--- config.mk ---
export PLATFORM = sky130hd
export DESIGN_NAME = vga_timing_decoder
export DESIGN_NICKNAME = d
export VERILOG_FILES = /design/src/rtl/vga_timing_pkg.sv /design/src/rtl/vga_sync_edge.sv /design/src/rtl/vga_timing_decoder.sv
export SDC_FILE = /design/constraint.sdc
export NUM_CORES = 1
export LEC_CHECK = 0
export CAP_MARGIN = 20
export CORE_ASPECT_RATIO = 0.9
export CORE_MARGIN = 1.5
export CORE_UTILIZATION = 25
export DETAILED_ROUTE_END_ITERATION = 10
export PLACE_DENSITY = 0.47
export SYNTH_ARGS = -nofsm -noshare
export SYNTH_HDL_FRONTEND = slang
export SYNTH_HIERARCHICAL = 1
export SYNTH_SLANG_ARGS = --single-unit
--- constraint.sdc ---
create_clock -name board_clk -period 5.4 [get_ports board_clk]
set_input_delay 0.81 -clock board_clk [delete_from_list [all_inputs] [get_ports board_clk]]
set_output_delay 0.81 -clock board_clk [all_outputs]
set_load 0.005 [all_outputs]
--- src/rtl/vga_timing_pkg.sv ---
// Shared timing constants, state encoding and helpers for the VGA sync
// decoder (and the display controller that generates the same timing).
//   CNT_W / ERR_W     : coordinate and error-counter widths
//   *_DEF             : nominal 640x480@60 timing in pixel samples / lines
//   sync_state_e      : decoder lock state
//   sat_inc()         : coordinate increment that sticks at all-ones
package vga_timing_pkg;

  localparam int CNT_W = 10;
  localparam int ERR_W = 8;

  localparam logic [CNT_W-1:0] CNT_MAX = 10'h3FF;
  localparam logic [ERR_W-1:0] ERR_MAX = 8'hFF;

  localparam int H_TOTAL_DEF     = 800;
  localparam int H_SYNC_DEF      = 96;
  localparam int H_VIS_START_DEF = 144;
  localparam int H_VIS_END_DEF   = 783;
  localparam int V_TOTAL_DEF     = 525;
  localparam int V_VIS_START_DEF = 35;
  localparam int V_VIS_END_DEF   = 514;

  typedef enum logic [1:0] {
    SEARCH  = 2'd0,
    ACQUIRE = 2'd1,
    LOCKED  = 2'd2
  } sync_state_e;

  function automatic logic [CNT_W-1:0] sat_inc(input logic [CNT_W-1:0] v);
    return (v == CNT_MAX) ? v : v + CNT_W'(1);
  endfunction

endpackage

--- src/rtl/vga_sync_edge.sv ---
// Per-signal sync sampler: keeps the previous pix_en sample of one sync line
// and flags rising/falling edges on the current pix_en sample.
//   board_clk, Reset : clock, asynchronous active-high reset
//   pix_en_i         : pixel strobe; the sample register only moves on it
//   sync_i           : active-low sync input
//   rise_o, fall_o   : combinational edge flags, only asserted with pix_en_i
module vga_sync_edge (
  input  logic board_clk,
  input  logic Reset,
  input  logic pix_en_i,
  input  logic sync_i,
  output logic rise_o,
  output logic fall_o
);

  logic prev_q;

  // Idle level of an active-low sync is high, so reset to 1 to avoid
  // reporting a spurious rising edge on the first sample.
  always_ff @(posedge board_clk or posedge Reset) begin
    if (Reset) begin
      prev_q <= 1'b1;
    end else if (pix_en_i) begin
      prev_q <= sync_i;
    end
  end

  assign fall_o = pix_en_i &  prev_q & ~sync_i;
  assign rise_o = pix_en_i & ~prev_q &  sync_i;

endmodule

--- src/rtl/vga_timing_decoder.sv ---
// Recovers pixel/line coordinates from a VGA hSync/vSync pair, checks the
// timing against the expected geometry and reports lock and error status.
//   board_clk, Reset        : clock, asynchronous active-high reset
//   pix_en                  : 1-in-4 pixel strobe; inputs sampled only on it
//   hSync, vSync            : active-low syncs
//   hc_rx, vc_rx            : recovered coordinates (saturate at 1023)
//   bright_rx               : visible-area flag, only while locked
//   line_start, frame_start : one-cycle pulses after the hSync-fall sample
//   locked                  : a full frame has been seen without error
//   err_cnt                 : saturating count of timing-error samples
module vga_timing_decoder
  import vga_timing_pkg::*;
#(
  parameter int H_TOTAL     = H_TOTAL_DEF,
  parameter int H_SYNC      = H_SYNC_DEF,
  parameter int H_VIS_START = H_VIS_START_DEF,
  parameter int H_VIS_END   = H_VIS_END_DEF,
  parameter int V_TOTAL     = V_TOTAL_DEF,
  parameter int V_VIS_START = V_VIS_START_DEF,
  parameter int V_VIS_END   = V_VIS_END_DEF
) (
  input  logic             board_clk,
  input  logic             Reset,
  input  logic             pix_en,
  input  logic             hSync,
  input  logic             vSync,
  output logic [CNT_W-1:0] hc_rx,
  output logic [CNT_W-1:0] vc_rx,
  output logic             bright_rx,
  output logic             line_start,
  output logic             frame_start,
  output logic             locked,
  output logic [ERR_W-1:0] err_cnt
);

  localparam logic [CNT_W-1:0] H_LAST   = CNT_W'(H_TOTAL - 1);
  localparam logic [CNT_W-1:0] V_LAST   = CNT_W'(V_TOTAL - 1);
  localparam logic [CNT_W-1:0] H_SYNC_W = CNT_W'(H_SYNC);
  localparam logic [CNT_W-1:0] H_VS     = CNT_W'(H_VIS_START);
  localparam logic [CNT_W-1:0] H_VE     = CNT_W'(H_VIS_END);
  localparam logic [CNT_W-1:0] V_VS     = CNT_W'(V_VIS_START);
  localparam logic [CNT_W-1:0] V_VE     = CNT_W'(V_VIS_END);
  // hc one below saturation: the next non-edge sample is the timeout.
  localparam logic [CNT_W-1:0] HC_PRE   = CNT_MAX - CNT_W'(1);

  logic h_rise, h_fall, v_fall, v_rise_unused;

  vga_sync_edge u_hsync_edge (
    .board_clk (board_clk),
    .Reset     (Reset),
    .pix_en_i  (pix_en),
    .sync_i    (hSync),
    .rise_o    (h_rise),
    .fall_o    (h_fall)
  );

  vga_sync_edge u_vsync_edge (
    .board_clk (board_clk),
    .Reset     (Reset),
    .pix_en_i  (pix_en),
    .sync_i    (vSync),
    .rise_o    (v_rise_unused),
    .fall_o    (v_fall)
  );

  sync_state_e      state_q, state_d;
  logic [CNT_W-1:0] hc_q, hc_d;
  logic [CNT_W-1:0] vc_q, vc_d;
  logic [ERR_W-1:0] err_cnt_q, err_cnt_d;
  logic             vpend_q, vpend_d;
  logic             bright_q, bright_d;
  logic             line_start_q, line_start_d;
  logic             frame_start_q, frame_start_d;
  logic             line_err, pulse_err, frame_err, err_any;

  always_ff @(posedge board_clk or posedge Reset) begin
    if (Reset) begin
      state_q       <= SEARCH;
      hc_q          <= '0;
      vc_q          <= '0;
      err_cnt_q     <= '0;
      vpend_q       <= 1'b0;
      bright_q      <= 1'b0;
      line_start_q  <= 1'b0;
      frame_start_q <= 1'b0;
    end else begin
      state_q       <= state_d;
      hc_q          <= hc_d;
      vc_q          <= vc_d;
      err_cnt_q     <= err_cnt_d;
      vpend_q       <= vpend_d;
      bright_q      <= bright_d;
      line_start_q  <= line_start_d;
      frame_start_q <= frame_start_d;
    end
  end

  always_comb begin
    state_d       = state_q;
    hc_d          = hc_q;
    vc_d          = vc_q;
    err_cnt_d     = err_cnt_q;
    vpend_d       = vpend_q;
    bright_d      = bright_q;
    line_start_d  = 1'b0;
    frame_start_d = 1'b0;
    line_err      = 1'b0;
    pulse_err     = 1'b0;
    frame_err     = 1'b0;
    err_any       = 1'b0;

    if (pix_en) begin
      if (h_fall) begin
        hc_d         = '0;
        line_start_d = 1'b1;
        line_err     = (hc_q != H_LAST);
        // A vSync fall seen earlier in the line, or on this very sample,
        // marks this line as line 0 of a new frame.
        if (vpend_q || v_fall) begin
          vc_d          = '0;
          vpend_d       = 1'b0;
          frame_start_d = 1'b1;
          frame_err     = (vc_q != V_LAST);
        end else begin
          vc_d = sat_inc(vc_q);
        end
      end else begin
        hc_d = sat_inc(hc_q);
        // Flag the timeout only on the step into saturation, so a stuck
        // hSync produces one error rather than one per sample.
        line_err = (hc_q == HC_PRE);
        if (v_fall) begin
          vpend_d = 1'b1;
        end
      end

      // hc_d is the count including this sample, i.e. the low-pulse width.
      pulse_err = h_rise && (hc_d != H_SYNC_W);
      err_any   = (state_q != SEARCH) && (line_err || pulse_err || frame_err);

      if (err_any && (err_cnt_q != ERR_MAX)) begin
        err_cnt_d = err_cnt_q + ERR_W'(1);
      end

      case (state_q)
        SEARCH: begin
          if (frame_start_d) state_d = ACQUIRE;
        end
        ACQUIRE: begin
          if (err_any)            state_d = SEARCH;
          else if (frame_start_d) state_d = LOCKED;
        end
        LOCKED: begin
          if (err_any) state_d = SEARCH;
        end
        default: state_d = SEARCH;
      endcase

      bright_d = (state_d == LOCKED) &&
                 (hc_d >= H_VS) && (hc_d <= H_VE) &&
                 (vc_d >= V_VS) && (vc_d <= V_VE);
    end
  end

  assign hc_rx       = hc_q;
  assign vc_rx       = vc_q;
  assign err_cnt     = err_cnt_q;
  assign bright_rx   = bright_q;
  assign line_start  = line_start_q;
  assign frame_start = frame_start_q;
  assign locked      = (state_q == LOCKED);

endmodule
==> impl_metrics.ini, run 1 <==
[status]
outcome = completed

[critical_path]
critPathTopFamily = simple AND/OR/NAND/NOR gates
cpMaxStageDelayCell = and3b_2
worstSetupEndpointType = register
path_buf_inv = 2
r2r-start = hc_rx[0]$_DFFE_PP0P_
cp_max_fo = 33
crit_top_cell = or4_1
r2r_slack_ns = 2.27
worst_ep_required_time_ns = 5.59
reg2reg_depth = 8
arrival_ns = 3.80
critPathMaxStageDelay_ns = 0.60
crit_chain = clkdlybuf4s50_1 -> buf_4 -> and3b_2 -> nand2_1 -> or4_1 -> nand3_1 -> nor2_1 -> or4_1 -> o41ai_2
r2r_end = bright_rx$_DFFE_PP0P_
critical_path.startpoint_type = input port
path_class = in2reg

[timing]
fmax_mhz = 277
holdWs_ns = 0.501
slew_violations = 0
hold_viol = 0
tightest_slew_ns = 0.599
skew_ns = 0.00552
setup-tns-final_ns = 0
maxSlewHeadroom = 0.601
setup_viol = 0
rsz0062_at_grt = false
min_period_over_period = 0.668
finalCriticalPeriod_ns = 3.60

[worst_hold_path]
holdPathEnd = bright_rx$_DFFE_PP0P_
min_from = bright_rx$_DFFE_PP0P_
hp-class = reg2reg
min_path_cells = 2

[floorplanning]
die_x_um = 107
die_h_um = 96.9
num_rows = 34
initial_utilization = 0.255
core_area_sq_um = 9610
dieArea_sq_um = 10400
boundaryPins = 37

[routing]
detail-route-antenna-nets = 0
drtPass1Iterations = 4
viasPerCell = 5.17
routed_wl_um = 6800
drcViolationCount = 0
wl_per_cell_um = 15.4
num_vias = 2283
drtIter0Drc = 122

[logic_synthesis]
synthesis.nets = 296
syn_avg_cell_area_sq_um = 8.56
synthesis.area_sq_um = 2450
ys_warn_count = 6
synthCells = 286

[cts]
cts_setup_buffers = 0
clk_pin_slew_ns = 0.08
clock_sinks = 36
cts_buffers = 5
cts_max_path_buffers = 2
insertion_delay_ns = 0.29
root_buffer = clkbuf_8
cts_htree_levels = 2
cts-hold-fix-buffers = 0
cts_tree = done
cts_resized = 0

[placement]
io_buffers = 36
gp_congestion = 0.885
hpwlAfterDp_um = 4770
place_area_sq_um = 2910

[power_and_ir_drop]
p_leak_nw = 1.20
p_per_area_nw_per_um2 = 310
ir_drop_v = 0.0000942

[final_layout]
layout-drive-gt1-share = 0.0854
area_growth_pct = 22.7
insertedDiodeCount = 0
final_area_sq_um = 3000
final_nets = 325

[run]
max-cap-violations = 0

[grt]
grt_max_degree = 35
antenna_found_initial = 0
track_usage = 0.139
grt_pass1_wl_um = 11600
grt_pass1_vias = 2195
overflow = 0
[sequential cells by signal, summed over array words and instances (netlist names)]
| register | flops |
|---|---|
| bright_rx | 1 |
| err_cnt | 8 |
| frame_start | 1 |
| hc_rx | 10 |
| line_start | 1 |
| state_q | 2 |
| u_hsync_edge/prev_q | 1 |
| u_vsync_edge/prev_q | 1 |
| vc_rx | 10 |
| vpend_q | 1 |
[cell usage in the layout, fill, tap and decap left out, types with 3 or more instances in the layout]
master	instances
and2_1	3
nor2b_1	3
o2bb2ai_1	3
o21ai_1	3
nand2_1	29
nor3_1	5
a41oi_1	3
clkdlybuf4s50_1	36
or4_1	3
nand3_1	12
and3_1	4
a31oi_1	8
a211oi_1	7
o31ai_1	6
o21ai_0	8
xor2_1	7
nand4_1	7
nor2_1	30
inv_1	14
clkbuf_8	6
ha_1	5
dfrtp_1	34
and4_1	4
a21oi_1	24
and3b_2	3
[stage by stage]
stage	util	power (mW)	setup WS [ns]	std cells
global route	0.312	1.01	1.62	442
floorplan	-	0.582	2.59	286
detailed placement	0.303	0.735	1.51	434
global placement	0.303	0.737	1.57	434
finish	0.312	0.931	1.80	442
CTS	0.312	0.947	1.80	442
[how the worst max path moves through the flow]
| stage | from | endpoint | cells past startpoint |
|---|---|---|---|
| 2_1_floorplan | hSync | bright_rx$_DFFE_PP0P_ | 8 |
| 3_3_place_gp | pix_en | bright_rx$_DFFE_PP0P_ | 9 |
| 3_5_place_dp | pix_en | bright_rx$_DFFE_PP0P_ | 9 |
| 4_1_cts | pix_en | bright_rx$_DFFE_PP0P_ | 9 |
| 5_1_grt | pix_en | bright_rx$_DFFE_PP0P_ | 9 |
| 6_report | pix_en | bright_rx$_DFFE_PP0P_ | 9 |
[layout make-up]
cell class / count / area [sq um]
fill: 1084 / 6610
timing repair buffer: 38 / 375
clock buffer: 8 / 90.1
inverter: 14 / 52.6
tap: 126 / 158
multi-input combinational: 220 / 1430
sequential: 36 / 903
[worst register-to-register path: stages (launching register included)]
cell      delay, ns
dfrtp_1        0.52
ha_1           0.57
nand4_1        0.28
a31oi_1        0.35
o32ai_1        0.14
o31ai_1        0.30
nand4b_1       0.13
or4_1          0.42
o41ai_2        0.32
[power by group]
part           switching, mW  leakage, nW  internal (mW)  total (mW)
sequential             0.103        0.467          0.319       0.423
combinational          0.149        0.692          0.156       0.305
clock                 0.0996       0.0455          0.104       0.204
total                  0.351         1.20          0.580       0.931
[routing by layer]
metal | up-vias | share of wire | GRT usage
li1 | 1123 | - | -
met1 | 1091 | 0.49 | 0.209
met2 | 65 | 0.44 | 0.200
met3 | 4 | 0.060 | 0.0263
met4 | 0 | 0.0094 | 0.0400
met5 | - | 0 | 0
(Power assumes the default switching activity.)
==> run 2, diff against run 1 <==
Settings changed: PLACE_DENSITY 0.47 to 0.49.
Clock period 5.4 ns to 3.1 ns, I/O delays scaled along.
==> run 2 against run 1 <==
Effect of this change:
- combinational power increased by 95%
- worst setup slack worse by 1.5 ns
- clock power grew 110%
- sequential share of layout area decreased by 0.90 points
- sequential power up 67%
- via count grew 1.7%
- final cell count is 2.3% higher
- register-to-register slack worse by 1.9 ns
- die area is the same
- first-iteration DRC count up 2.5%
- critical endpoint unchanged
==> impl_metrics.ini, run 2 (synthesized netlist as in run 1, its figures left out) <==
[status]
outcome = completed

[final_layout]
final_cell_mix = clkdlybuf4s50_1 (36), dfrtp_1 (34), nor2_1 (30)
area_growth_pct = 26.5
final_nets = 335
stdcell_count = 452
layout_commonest_cell = clkdlybuf4s50_1
multi_input_area_sq_um = 1430
fill_cells = 1051
insertedDiodeCount = 0
layout-drive-gt1-share = 0.117
seqCellArea_sq_um = 903
utilization = 0.322

[cts]
cts_setup_buffers = 0
clock_sinks = 36
insertion_delay_ns = 0.29
cts_max_path_buffers = 2
clk_pin_slew_ns = 0.08
cts_resized = 0
root_buffer = clkbuf_8
cts-hold-fix-buffers = 0
cts_tree = done
cts_buffers = 5
cts_htree_levels = 2

[worst_hold_path]
holdPathEnd = err_cnt[4]$_DFFE_PP0P_
min_from = err_cnt[4]$_DFFE_PP0P_
min_path_cells = 1
hp-class = reg2reg

[critical_path]
r2r_slack_ns = 0.34
r2r_end = bright_rx$_DFFE_PP0P_
critPathTopFamily = simple AND/OR/NAND/NOR gates
path_buf_inv = 0
cp_max_fo = 7
crit_chain = ha_1 -> and4_4 -> nand3_1 -> a31oi_1 -> nor4_4 -> a21oi_1 -> or4_1 -> o41ai_2
reg2reg_depth = 8
arrival_ns = 2.95
critPathMaxStageDelay_ns = 0.54
cpMaxStageDelayCell = or4_1
path_class = reg2reg
r2r-start = vc_rx[0]$_DFFE_PP0P_
worst_ep_required_time_ns = 3.30
critical_path.startpoint_type = register
worstSetupEndpointType = register

[timing]
maxSlewHeadroom = 0.613
fmax_mhz = 363
setup_viol = 0
finalCriticalPeriod_ns = 2.76
hold_viol = 0
min_period_over_period = 0.889
setup-tns-final_ns = 0
finalWorstSetupSlack_ns = 0.343
tightest_slew_ns = 0.581
rsz0062_at_grt = false
skew_ns = 0.00622
slew_violations = 0

[grt]
grt_pass1_wl_um = 11500
track_usage = 0.137
antenna_found_initial = 0
overflow = 0
grt_max_degree = 35
grt_pass1_vias = 2265

[routing]
drtIter0Drc = 125
viasPerCell = 5.13
detail-route-antenna-nets = 0
wl_per_cell_um = 15.1
drtPass1Iterations = 4
routed_wl_um = 6830
num_vias = 2321
drcViolationCount = 0

[power_and_ir_drop]
p_total_mw = 1.72
swShare = 0.363
comb_power_share = 0.345
pwr-share-clk = 0.245
p_per_area_nw_per_um2 = 556
p_leak_nw = 1.26
intPower_mw = 1.10
p_sw_uw = 625
ir_drop_v = 0.000216
power_frac_seq = 0.409

[floorplanning]
num_rows = 34
initial_utilization = 0.255
die_x_um = 107
die_h_um = 96.9
dieArea_sq_um = 10400
boundaryPins = 37
core_area_sq_um = 9610

[placement]
io_buffers = 36
dpl_worst_slack_ns = 0.139
hpwlAfterDp_um = 5050
placed_cells = 444
gp_congestion = 0.875

[run]
max-cap-violations = 0
==> run 2: cell count changes in the layout (fill, tap and decap cells not counted), sizes merged <==
cell / before / now
clkbuf: 8 / 6
clkinv: 0 / 1
buf: 2 / 12
bufinv: 0 / 1
==> run 2: final cells by class <==
cell class | count | area share
Clock inverter | 2 | 0.0113
Sequential cell | 36 | 0.292
Clock buffer | 6 | 0.0234
Multi-Input combinational cell | 220 | 0.460
Inverter | 14 | 0.0170
Timing Repair Buffer | 48 | 0.145
Tap cell | 126 | 0.0509
==> run 2: worst max path at each step <==
| stage | from | endpoint | slack (ns) | depth (start not counted) |
|---|---|---|---|---|
| after CTS | vc_rx[0]$_DFFE_PP0P_ | bright_rx$_DFFE_PP0P_ | 0.36 | 8 |
| after global routing | vc_rx[0]$_DFFE_PP0P_ | bright_rx$_DFFE_PP0P_ | 0.20 | 8 |
| after detailed placement | pix_en | bright_rx$_DFFE_PP0P_ | 0.14 | 9 |
| after floorplan | hc_rx[0]$_DFFE_PP0P_ | err_cnt[1]$_DFFE_PP0P_ | 0.61 | 8 |
| final | vc_rx[0]$_DFFE_PP0P_ | bright_rx$_DFFE_PP0P_ | 0.34 | 8 |
| after global placement | pix_en | bright_rx$_DFFE_PP0P_ | 0.19 | 9 |
==> run 2: power by group through the flow <==
stage / registers [mW] / clock network, mW / logic [mW]
finish: 0.705 / 0.423 / 0.595
global route: 0.725 / 0.460 / 0.660
CTS: 0.702 / 0.439 / 0.597
detailed placement: 0.712 / 0 / 0.595
global placement: 0.712 / 0 / 0.591
floorplan: 0.659 / 0 / 0.355
==> run 2: worst reg2reg max path, stage by stage (launching register included) <==
cell and delay (ns):
dfrtp_1 0.46, ha_1 0.32, and4_4 0.24, nand3_1 0.21
a31oi_1 0.20, nor4_4 0.28, a21oi_1 0.10, or4_1 0.54
o41ai_2 0.31
==> run 2: metrics by stage <==
| step | hold slack, ns | cell area, sq um |
|---|---|---|
| after global placement | 0.494 | 2990 |
| final | 0.499 | 3100 |
| after global routing | 0.527 | 3100 |
| after CTS | 0.500 | 3100 |
| after detailed placement | 0.486 | 2990 |
| after floorplan | 0.355 | 2450 |
==> run 2: metal layers <==
layer | track usage | vias up | share of wire
met5 | 0 | - | 0
met4 | 0.0441 | 0 | 0.012
met3 | 0.0283 | 6 | 0.046
met2 | 0.202 | 61 | 0.45
met1 | 0.200 | 1113 | 0.49
li1 | - | 1141 | -
==> run 3, diff against run 2 <==
Settings changed: RECOVER_POWER from default to 50.
==> run 3 against run 2 <==
Effect of this change:
- fmax about the same
- sequential power hardly changed
- sequential share of layout area is 0.083 points higher
- largest cell class unchanged
- die area stayed put
- via count rose by 0.52%
- largest power group unchanged
- global-route usage unchanged
==> impl_metrics.ini, run 3 (synthesized netlist as in run 1, its figures left out) <==
[critical_path]
critPathMaxStageDelay_ns = 0.54
path_class = reg2reg
worstSetupEndpointType = register
r2r-start = vc_rx[0]$_DFFE_PP0P_
path_buf_inv = 0
critPathTopFamily = simple AND/OR/NAND/NOR gates
r2r_end = bright_rx$_DFFE_PP0P_
crit_chain = ha_1 -> and4_4 -> nand3_1 -> a31oi_1 -> nor4_4 -> a21oi_1 -> or4_1 -> o41ai_2
cp_max_fo = 7
arrival_ns = 2.95
r2r_slack_ns = 0.34
cpMaxStageDelayCell = or4_1
worst_ep_required_time_ns = 3.30
critical_path.startpoint_type = register
reg2reg_depth = 8

[floorplanning]
initial_utilization = 0.255
dieArea_sq_um = 10400
num_rows = 34
die_h_um = 96.9
boundaryPins = 37
core_area_sq_um = 9610
die_x_um = 107

[power_and_ir_drop]
p_per_area_nw_per_um2 = 555
ir_drop_v = 0.000216
comb_power_share = 0.342
intPower_mw = 1.09
pwr-share-clk = 0.247
p_sw_uw = 624
p_leak_nw = 1.28
swShare = 0.365
p_total_mw = 1.71
power_frac_seq = 0.411

[cts]
clk_pin_slew_ns = 0.08
root_buffer = clkbuf_8
insertion_delay_ns = 0.29
cts_resized = 0
cts_htree_levels = 2
clock_sinks = 36
cts_buffers = 5
cts_setup_buffers = 0
cts_max_path_buffers = 2
cts-hold-fix-buffers = 0
cts_tree = done

[timing]
tightest_slew_ns = 0.582
maxSlewHeadroom = 0.612
fmax_mhz = 363
setup_viol = 0
skew_ns = 0.00578
hold_viol = 0
finalCriticalPeriod_ns = 2.76
min_period_over_period = 0.889
rsz0062_at_grt = false
setup-tns-final_ns = 0
slew_violations = 0

[routing]
drtPass1Iterations = 4
detail-route-antenna-nets = 0
wl_per_cell_um = 15.1
routed_wl_um = 6830
viasPerCell = 5.16
drtIter0Drc = 116
drcViolationCount = 0
num_vias = 2333

[grt]
grt_max_degree = 35
track_usage = 0.137
overflow = 0
grt_pass1_vias = 2265
grt_pass1_wl_um = 11500
antenna_found_initial = 0

[final_layout]
final_nets = 335
area_growth_pct = 26.1
seqCellArea_sq_um = 903
final_cell_mix = dfrtp_1 (34), nor2_1 (30), nand2_1 (29)
fill_cells = 1052
insertedDiodeCount = 0
layout_commonest_cell = dfrtp_1
multi_input_area_sq_um = 1420
layout-drive-gt1-share = 0.107
final_area_sq_um = 3090

[placement]
place_area_sq_um = 2990
io_buffers = 36
gp_congestion = 0.875
hpwlAfterDp_um = 5050

[worst_hold_path]
hp-class = reg2reg
min_from = err_cnt[4]$_DFFE_PP0P_
holdPathEnd = err_cnt[4]$_DFFE_PP0P_
min_path_cells = 1

[run]
max-cap-violations = 0

[status]
outcome = completed
run 3: power groups by stage:
stage | sequential [mW] | clock, mW | combinational [mW]
CTS | 0.702 | 0.439 | 0.597
finish | 0.704 | 0.422 | 0.586
floorplan | 0.659 | 0 | 0.355
detailed placement | 0.712 | 0 | 0.595
global placement | 0.712 | 0 | 0.591
global route | 0.725 | 0.460 | 0.651
run 3: final cells by class:
cell class                      instances  area share
Sequential cell                        36       0.293
Clock buffer                            6      0.0235
Multi-Input combinational cell        220       0.460
Inverter                               14      0.0170
Clock inverter                          2      0.0113
Timing Repair Buffer                   48       0.145
Tap cell                              126      0.0511
run 3: metrics by stage:
stage	setup WS, ns	instances	util	hold WS, ns
finish	0.345	452	0.321	0.495
CTS	0.362	452	0.322	0.500
floorplan	0.612	286	-	0.355
global placement	0.192	444	0.311	0.494
global route	0.177	452	0.321	0.544
detailed placement	0.139	444	0.311	0.486
run 3: worst reg2reg max path: cells and delay by family (launching register included):
kind / cells / cell delay, ns
flip-flops: 1 / 0.46
AO/OA/AOI/OAI: 3 / 0.61
adder cells (fa/ha/maj): 1 / 0.32
AND/OR/NAND/NOR: 4 / 1.27
run 3: worst max path at each step:
stage                         startpoint                     end  slack [ns]  cells after the start
floorplan           hc_rx[0]$_DFFE_PP0P_  err_cnt[1]$_DFFE_PP0P_        0.61                      8
CTS                 vc_rx[0]$_DFFE_PP0P_   bright_rx$_DFFE_PP0P_        0.36                      8
finish              vc_rx[0]$_DFFE_PP0P_   bright_rx$_DFFE_PP0P_        0.34                      8
global route                      pix_en   bright_rx$_DFFE_PP0P_        0.18                      9
global placement                  pix_en   bright_rx$_DFFE_PP0P_        0.19                      9
detailed placement                pix_en   bright_rx$_DFFE_PP0P_        0.14                      9
run 3: per-layer routing:
metal | vias to the layer above | part of all wire | global-route usage
li1 | 1143 | - | -
met1 | 1113 | 0.48 | 0.200
met2 | 71 | 0.45 | 0.202
met3 | 6 | 0.054 | 0.0283
met4 | 0 | 0.013 | 0.0441
met5 | - | 0 | 0
